**src/rtl/shift_reg_piso_tx.sv**
```systemverilog
// -----------------------------------------------------------------------------
// shift_reg_piso_tx
//   Parallel-in, serial-out transmitter. A WIDTH-bit word is accepted through a
//   valid/ready handshake and shifted out one bit per clock on sdo. Frames can
//   run back to back with no idle cycle between them, so a downstream SIPO sees
//   a continuous bit stream.
//
//   Handshake: a word transfers on the rising edge where load_valid and
//   load_ready are both high. load_ready is high in IDLE and during the last
//   bit of a frame. A load_valid that arrives while load_ready is low is
//   ignored; it is not queued, so the source must hold it until load_ready.
//
//   Optional build macro: PISO_TX_PARITY_EN
//     Defined   - an even-parity bit (XOR of the data bits) follows the last
//                 data bit, so a frame is WIDTH+1 bits long.
//     Undefined - frames carry only the WIDTH data bits.
//
// Parameters
//   WIDTH      data word width, 2..16
//   MSB_FIRST  1: bit WIDTH-1 is sent first, 0: bit 0 is sent first
//
// Ports
//   clk         system clock, rising edge
//   reset       asynchronous active-high reset
//   load_data   parallel word to transmit
//   load_valid  load_data is valid this cycle
//   load_ready  a word can be accepted this cycle (combinational)
//   sdo         serial data out (registered)
//   sdo_valid   sdo carries a frame bit this cycle
//   busy        frame in progress (FSM in SHIFT)
//   done        high while the last bit of a frame is on sdo
//   state_dbg   current FSM state (0 = IDLE, 1 = SHIFT)
// -----------------------------------------------------------------------------
module shift_reg_piso_tx #(
  parameter int WIDTH     = 4,
  parameter int MSB_FIRST = 1
) (
  input  logic             clk,
  input  logic             reset,
  input  logic [WIDTH-1:0] load_data,
  input  logic             load_valid,
  output logic             load_ready,
  output logic             sdo,
  output logic             sdo_valid,
  output logic             busy,
  output logic             done,
  output logic             state_dbg
);

`ifdef PISO_TX_PARITY_EN
  localparam int NBITS = WIDTH + 1;
`else
  localparam int NBITS = WIDTH;
`endif
  localparam int             CW   = $clog2(NBITS);
  localparam logic [CW-1:0]  LAST = CW'(NBITS - 1);

  typedef enum logic {
    IDLE  = 1'b0,
    SHIFT = 1'b1
  } state_t;

  state_t           state_q, state_d;
  logic [WIDTH-1:0] shreg_q, shreg_d;
  logic [CW-1:0]    cnt_q, cnt_d, cnt_inc;
  logic             sdo_d, valid_d, busy_d, done_d;
  logic             last_bit, load_fire;
  logic             first_bit, shreg_bit, next_bit;
  logic [WIDTH-1:0] load_rest, shreg_shift;
`ifdef PISO_TX_PARITY_EN
  logic             par_q, par_d;
`endif

  // cnt_q always matches the index of the bit currently on sdo.
  assign cnt_inc    = cnt_q + CW'(1);
  assign last_bit   = (state_q == SHIFT) && (cnt_q == LAST);
  assign load_ready = (state_q == IDLE) || last_bit;
  assign load_fire  = load_valid && load_ready;
  assign state_dbg  = state_q;

  // The first bit goes straight from load_data into the sdo flop, so the
  // shift register only needs to hold the bits that are still to come.
  always_comb begin
    if (MSB_FIRST != 0) begin
      first_bit   = load_data[WIDTH-1];
      load_rest   = load_data << 1;
      shreg_bit   = shreg_q[WIDTH-1];
      shreg_shift = shreg_q << 1;
    end else begin
      first_bit   = load_data[0];
      load_rest   = load_data >> 1;
      shreg_bit   = shreg_q[0];
      shreg_shift = shreg_q >> 1;
    end
  end

`ifdef PISO_TX_PARITY_EN
  // Bit index WIDTH is the appended parity bit.
  assign next_bit = (cnt_inc == CW'(WIDTH)) ? par_q : shreg_bit;
  assign par_d    = load_fire ? ^load_data : par_q;
`else
  assign next_bit = shreg_bit;
`endif

  // FSM process 1: state register
  always_ff @(posedge clk or posedge reset) begin
    if (reset) state_q <= IDLE;
    else       state_q <= state_d;
  end

  // FSM process 2: next state
  always_comb begin
    state_d = state_q;
    case (state_q)
      IDLE:    if (load_fire) state_d = SHIFT;
      SHIFT:   if (last_bit && !load_valid) state_d = IDLE;
      default: state_d = IDLE;
    endcase
  end

  // FSM process 3: next values of the registered outputs and datapath
  always_comb begin
    shreg_d = shreg_q;
    cnt_d   = cnt_q;
    sdo_d   = sdo;
    valid_d = sdo_valid;
    busy_d  = busy;
    done_d  = done;
    if (load_fire) begin
      // Covers both a load from IDLE and a reload during the last bit.
      shreg_d = load_rest;
      cnt_d   = '0;
      sdo_d   = first_bit;
      valid_d = 1'b1;
      busy_d  = 1'b1;
      done_d  = 1'b0;
    end else if (last_bit) begin
      cnt_d   = '0;
      sdo_d   = 1'b0;
      valid_d = 1'b0;
      busy_d  = 1'b0;
      done_d  = 1'b0;
    end else if (state_q == SHIFT) begin
      shreg_d = shreg_shift;
      cnt_d   = cnt_inc;
      sdo_d   = next_bit;
      done_d  = (cnt_inc == LAST);
    end
  end

  always_ff @(posedge clk or posedge reset) begin
    if (reset) begin
      shreg_q   <= '0;
      cnt_q     <= '0;
      sdo       <= 1'b0;
      sdo_valid <= 1'b0;
      busy      <= 1'b0;
      done      <= 1'b0;
    end else begin
      shreg_q   <= shreg_d;
      cnt_q     <= cnt_d;
      sdo       <= sdo_d;
      sdo_valid <= valid_d;
      busy      <= busy_d;
      done      <= done_d;
    end
  end

`ifdef PISO_TX_PARITY_EN
  always_ff @(posedge clk or posedge reset) begin
    if (reset) par_q <= 1'b0;
    else       par_q <= par_d;
  end
`endif

endmodule

```
**config.mk**
```make
export PLATFORM = sky130hd
export DESIGN_NAME = shift_reg_piso_tx
export DESIGN_NICKNAME = d
export VERILOG_FILES = /design/src/rtl/shift_reg_piso_tx.sv
export SDC_FILE = /design/constraint.sdc
export NUM_CORES = 1
export LEC_CHECK = 0
export BUFFER_PORTS_ARGS = -buffer_cell sky130_fd_sc_hd__buf_2
export CAP_MARGIN = 20
export CORE_AREA = 2 2 39 41
export CTS_CLUSTER_DIAMETER = 80
export CTS_CLUSTER_SIZE = 12
export DETAILED_ROUTE_END_ITERATION = 16
export DIE_AREA = 0 0 41 43
export HOLD_SLACK_MARGIN = 0.06
export SYNTH_ARGS = -nofsm -noshare
export SYNTH_HDL_FRONTEND = slang
export SYNTH_SLANG_ARGS = --single-unit
export TNS_END_PERCENT = 20
```
**constraint.sdc**
```tcl
create_clock -name clk -period 1.61 [get_ports clk]
set_input_delay 0.0805 -clock clk [delete_from_list [all_inputs] [get_ports clk]]
set_output_delay 0.0805 -clock clk [all_outputs]
set_load 0.05 [all_outputs]
```
==> impl_results.md, run 1 <==
* Final Critical Period at 1.47 ns
* YS warnings at 0
* Period utilization at 0.916
* Total core area at 1380 um2
* Initial DRC Count at 1
* Vias in the first global route at 287
* Global-route wire length before repair at 1240 um
* CP Data Arrival Time at 1.39 ns
* Clock share of power at 0.148
* Count of final setup violators at 0
* Pre-antenna DRT Iters at 2
* Num CTS Buffers at 3
* Initial core utilization at 0.333
* Syn Area/Cell at 12.8 um2
* F_max at 678 MHz
* Critical path type: register to output pin
* I/O pin total at 13
* Comb pwr share at 0.517
* P_sw at 0.548 mW
* Final Hold Viols at 0
* Sequential share of power at 0.335
* Worst slew pin tran at 0.349 ns
* DRC violations left at 0
* CP Max Fanout at 10
* Die area at 1760 um2
* Die height at 43 um
* WL final at 768 um
* Synthesized area at 460 um2
* Clock slew seen by the registers of the worst setup and hold paths at 0.06 ns
* Power Total at 1.18 mW
* Syn nets at 45
* Worst slack, placed at 0.156 ns
* Crit path required time at 1.53 ns
* Final HPWL DP at 543 um
* CTS Buffer Depth at 2
* Worst slew margin at 0.767
* Final nets at 60
* Root Buffer: clkbuf_4
* CP Launch Type: register
* Clock sinks at 9
* Wire length per cell at 11.6 um
* Worst hold-check path type: primary input to register
* CP max stage delay at 0.40 ns
* Synth top area cells: dfrtp_1, mux2_2, mux2_4
* Layout cell share with drive strength beyond 1 at 0.500
* Largest net degree at the start of global routing at 11
* Sw Ratio at 0.466
* Yosys top cell by area: dfrtp_1
* CTS tree: done
* Setup TNS at 0 ns
* Share of the synthesized area in the top cell type at 0.489
* Pint at 0.629 mW
* Clk_lat worst skew at 0.26 ns
* Synth cell types at 18
* Crit. End Element: output pin
* Max-Cap Viols at 0
* Htree depth at 1
* P per Cell Area at 2140 nW/um2
* DR vias at 307
* Initial antenna violation count at 0
* # diodes at 0
* Critical-path cell list: ha_1 > nand2b_2 > buf_2
* Syn-to-layout area delta at 19.3%
* RSZ-0062 raised after global routing: false
* Die Wd at 41 um
* Flops & latches, synth at 9
* Fin worst setup slack at 0.136 ns
* All-Layer GR Usage at 0.111
* Max VDD drop at 0.000802 V
* Sequential-to-total area share from yosys stat at 0.489
* Port bufs at 12
* CP max stage cell: dfrtp_1
* Remaining antenna violation count at 0
* Post-CTS Setup Inserts at 0
* Outcome: complete, no violations
* Final hold slack at 0.0744 ns
* Vias per cell at 4.65
* Clk_skew at 0.00262 ns
* Leakage at 0.278 nW
* Gp weighted congestion at 0.699
* Row count at 14
* Final Slew Violations at 0
* GR Overflow Total at 0
* Mapped Cells at 36
==> power by group through the flow <==
stage               registers, mW  clock network (mW)  logic (mW)
floorplan                   0.543                   0       0.379
global placement            0.395                   0       0.600
detailed placement          0.400                   0       0.611
CTS                         0.395               0.184       0.613
global route                0.413               0.193       0.659
finish                      0.394               0.174       0.608
==> metal layers <==
layer / vias up / routed length, um / global-route usage
met5: - / 0 / 0
met4: 0 / 0 / 0.0800
met2: 11 / 359 / 0.141
li1: 150 / - / -
met3: 0 / 49 / 0.0471
met1: 146 / 359 / 0.143
==> layout make-up <==
| cell class | instances | area, um2 |
|---|---|---|
| Inverter | 5 | 18.8 |
| Fill cell | 140 | 835 |
| Timing Repair Buffer | 13 | 70.1 |
| Clock buffer | 4 | 26.3 |
| Multi-Input combinational cell | 19 | 189 |
| Sequential cell | 9 | 225 |
| Tap cell | 16 | 20.0 |
==> metrics by stage <==
stage / util / instance area [um2] / std cells
finish: 0.397 / 549 / 66
global route: 0.397 / 549 / 66
CTS: 0.395 / 547 / 66
detailed placement: 0.369 / 510 / 61
global placement: 0.369 / 510 / 61
floorplan: - / 460 / 36
==> repair_timing <==
item                                   4_1_cts  5_1_grt
hold buffers                                 1        0
gates resized for setup                      0        1
endpoints found under the hold margin        9        0
setup endpoints to repair                    0        1
==> cells in the mapped netlist <==
library cell,instances
dfrtp_1,9
inv_1,5
mux2_2,3
buf_6,2
ha_1,2
mux2_4,2
o32ai_1,2
a21boi_0,1
a311o_1,1
and2_2,1
and3b_2,1
buf_4,1
nand2b_1,1
nor3b_1,1
o21ai_0,1
o22a_2,1
or2b_1,1
or3b_2,1
==> critical path: cells and delay by family, from the launching register on <==
family | cells | cell delay, ns
simple gates | 1 | 0.26
fa+ha+maj | 1 | 0.22
flops | 1 | 0.40
buf+inv | 1 | 0.25
==> worst paths after layout <==
check	from	end	slack (ns)	cells after the start
setup reg to reg	cnt_q[0]	sdo	0.24	3
setup / recovery	cnt_q[0]	load_ready	0.14	3
max in group asynchronous	reset	sdo	1.03	3
min in group asynchronous	reset	shreg_q[1]	0.32	3
hold reg to reg	shreg_q[1]	shreg_q[2]	0.51	1
hold / removal	load_data[3]	sdo	0.07	2
==> registers in the layout, summed over array words and instances, names as in the netlist <==
name	flops
shreg_q	3
cnt_q	2
busy	1
done	1
sdo	1
state_dbg	1
==> cells in the final DEF (no fill, tap or decap), types with 2 or more instances in the layout <==
master    instances
dfrtp_1           9
mux2_2            3
buf_2            12
o32ai_1           2
clkbuf_4          3
mux2_4            2
ha_1              2
inv_1             5
==> cells by family (layout without fill, tap and decap cells) <==
family / count (synthesis) / in the layout / synth area share
buffers and inverters: 8 / 22 / 0.106
AO/OA/AOI/OAI: 6 / 6 / 0.109
flip-flops: 9 / 9 / 0.489
adder cells (fa/ha/maj): 2 / 2 / 0.0543
multiplexers: 5 / 5 / 0.139
AND/OR/NAND/NOR: 6 / 6 / 0.103
(Power assumes the default switching activity.)
==> run 2, diff against run 1 <==
==> constraint.sdc (replaced) <==
create_clock -name clk -period 1.61 [get_ports clk]
set_input_delay 0.0805 -clock clk [delete_from_list [all_inputs] [get_ports clk]]
set_output_delay 0.0805 -clock clk [all_outputs]
set_load 0.02 [all_outputs]
==> run 2 against run 1 <==
Effect of this change:
- flip-flop and latch count unchanged
- clock power about the same
- first-iteration DRC count unchanged
- count of clock-buffer cells in the layout unchanged
- sequential power about the same
- sequential share of layout area increased by 0.19 points
- design area decreased by 0.46%
- total power decreased by 15%
- setup slack got worse by 0.019 ns
- fmax decreased by 1.3%
- die area unchanged
- non-clock buffer count unchanged
- critical path type unchanged
- largest cell class unchanged
- largest power group unchanged
==> impl_results.md, run 2 (synthesized netlist as in run 1, its figures left out) <==
* Outcome: complete, no violations (unchanged)
* Vias in the first global route at 287 (unchanged)
* Initial core utilization at 0.333 (unchanged)
* Port bufs at 12 (unchanged)
* Syn-to-layout area delta at 18.7% (was 19.3%)
* Clk_skew at 0.00256 ns (was 0.00262 ns)
* Final Slew Violations at 0 (unchanged)
* Cts hold-fix bufs at 1 (unchanged)
* CTS tree: done (unchanged)
* Initial antenna violation count at 0 (unchanged)
* Hold path depth at 2 (unchanged)
* Final Hold Viols at 0 (unchanged)
* CP max stage delay at 0.40 ns (about the same)
* Placed cell area at 510 um2 (unchanged)
* Row count at 14 (unchanged)
* Clock slew seen by the registers of the worst setup and hold paths at 0.06 ns (about the same)
* CP Data Arrival Time at 1.41 ns (was 1.39 ns)
* CTS Buffer Depth at 2 (unchanged)
* Worst slew pin tran at 0.353 ns (was 0.349 ns)
* Htree depth at 1 (unchanged)
* Critical-path cell list: ha_1 > nand2b_1 > buf_2 (was ha_1 > nand2b_2 > buf_2)
* Max-Cap Viols at 0 (unchanged)
* Final HPWL DP at 543 um (unchanged)
* Top reg by flops: shreg_q (unchanged)
* RR Startpoint: cnt_q[0] (unchanged)
* Period utilization at 0.928 (was 0.916)
* Largest registers: shreg_q x3, cnt_q x2 (unchanged)
* R2R Setup Slk at 0.17 ns (was 0.24 ns)
* Final Critical Period at 1.49 ns (was 1.47 ns)
* Met2 wire len at 359 um (unchanged)
* Wire length per cell at 11.3 um (was 11.6 um)
* Number of flip-flops in the largest register at 3 (unchanged)
* Remaining antenna violation count at 0 (unchanged)
* Leakage at 0.278 nW (about the same)
* Initial DRC Count at 1 (unchanged)
* Global-route wire length before repair at 1240 um (unchanged)
* Layout cell share with drive strength beyond 1 at 0.480 (was 0.500)
* R2R depth at 3 (unchanged)
* Clk_lat worst skew at 0.26 ns (about the same)
* CP Max Fanout at 10 (unchanged)
* DR vias at 304 (was 307)
* Die area at 1760 um2 (unchanged)
* Most common cell after layout, fill and taps aside: buf_2 (unchanged)
* All-Layer GR Usage at 0.111 (unchanged)
* WL final at 749 um (was 768 um)
* GR Overflow Total at 0 (unchanged)
* Die height at 43 um (unchanged)
* Final Cell Area at 547 um2 (was 549 um2)
* Gp weighted congestion at 0.699 (unchanged)
* Pre-antenna DRT Iters at 2 (unchanged)
* DR WL met3 at 49 um (unchanged)
* Worst Hold Launch: load_data[3] (unchanged)
* P per Cell Area at 1830 nW/um2 (was 2140 nW/um2)
* Crit path required time at 1.53 ns (about the same)
* Die Wd at 41 um (unchanged)
* Post-CTS Setup Inserts at 0 (unchanged)
* Critical path type: register to output pin (unchanged)
* Metal-1 WL at 340 um (was 359 um)
* Fill cells at 137 (was 140)
* DRC violations left at 0 (unchanged)
* Multi-input gate area at 186 um2 (was 189 um2)
* RSZ-0062 raised after global routing: false (unchanged)
* Count of final setup violators at 0 (unchanged)
* Total core area at 1380 um2 (unchanged)
* Num CTS Buffers at 3 (unchanged)
* Final nets at 60 (unchanged)
* Largest net degree at the start of global routing at 11 (unchanged)
* Crit. End Element: output pin (unchanged)
* Reg-to-Reg End: sdo (unchanged)
* Setup TNS at 0 ns (unchanged)
* Vias per cell at 4.61 (was 4.65)
* Worst slew margin at 0.765 (was 0.767)
* Register area at 225 um2 (unchanged)
* Post_cts resized at 0 (unchanged)
* CP Launch Type: register (unchanged)
* Max layer used: met3 (unchanged)
* Max VDD drop at 0.000574 V (was 0.000802 V)
* # diodes at 0 (unchanged)
* Root Buffer: clkbuf_4 (unchanged)
* Worst hold-check path type: primary input to register (unchanged)
* F_max at 670 MHz (was 678 MHz)
* I/O pin total at 13 (unchanged)
* Clock sinks at 9 (unchanged)
* CP max stage cell: dfrtp_1 (unchanged)
* Most frequent cells in the layout: buf_2, dfrtp_1, inv_1 (unchanged)
* Worst Hold Path EP: sdo (unchanged)
[run 2: final cells by class]
cell class | count | share of cell area
flip-flops and latches | 9 | 0.412
multi-input cells | 19 | 0.341
repair buffers | 13 | 0.128
clock buffers | 4 | 0.0481
well taps | 16 | 0.0366
inverters | 5 | 0.0343
[run 2: metrics by stage]
stage	utilization	worst slack [ns]	std cells	hold slack (ns)	power [mW]
global route	0.395	0.0189	66	0.0767	1.09
floorplan	-	0.272	36	-0.0916	0.757
finish	0.395	0.116	66	0.0747	1.00
global placement	0.369	0.195	61	0.0650	0.828
detailed placement	0.369	0.156	61	0.0703	0.844
CTS	0.395	0.0810	66	0.0689	1.03
[run 2: metal layers]
| layer | track usage | up-vias |
|---|---|---|
| li1 | - | 150 |
| met1 | 0.143 | 143 |
| met2 | 0.141 | 11 |
| met3 | 0.0471 | 0 |
| met4 | 0.0800 | 0 |
| met5 | 0 | - |
[run 2: how the worst max path moves through the flow]
stage | start | to
after floorplan | cnt_q[0] | sdo
after global placement | cnt_q[0] | sdo
after detailed placement | cnt_q[0] | sdo
after CTS | cnt_q[0] | load_ready
after global routing | cnt_q[0] | load_ready
final | cnt_q[0] | load_ready
[run 2: worst max-delay path, delay by kind of cell (launching register included)]
family,cells,cell delay (ns)
fa+ha+maj,1,0.22
flops,1,0.40
buf+inv,1,0.24
simple gates,1,0.30
[run 2: report_power, final]
part	internal [mW]	switching (mW)
registers	0.324	0.0684
logic	0.205	0.232
clock network	0.0955	0.0787
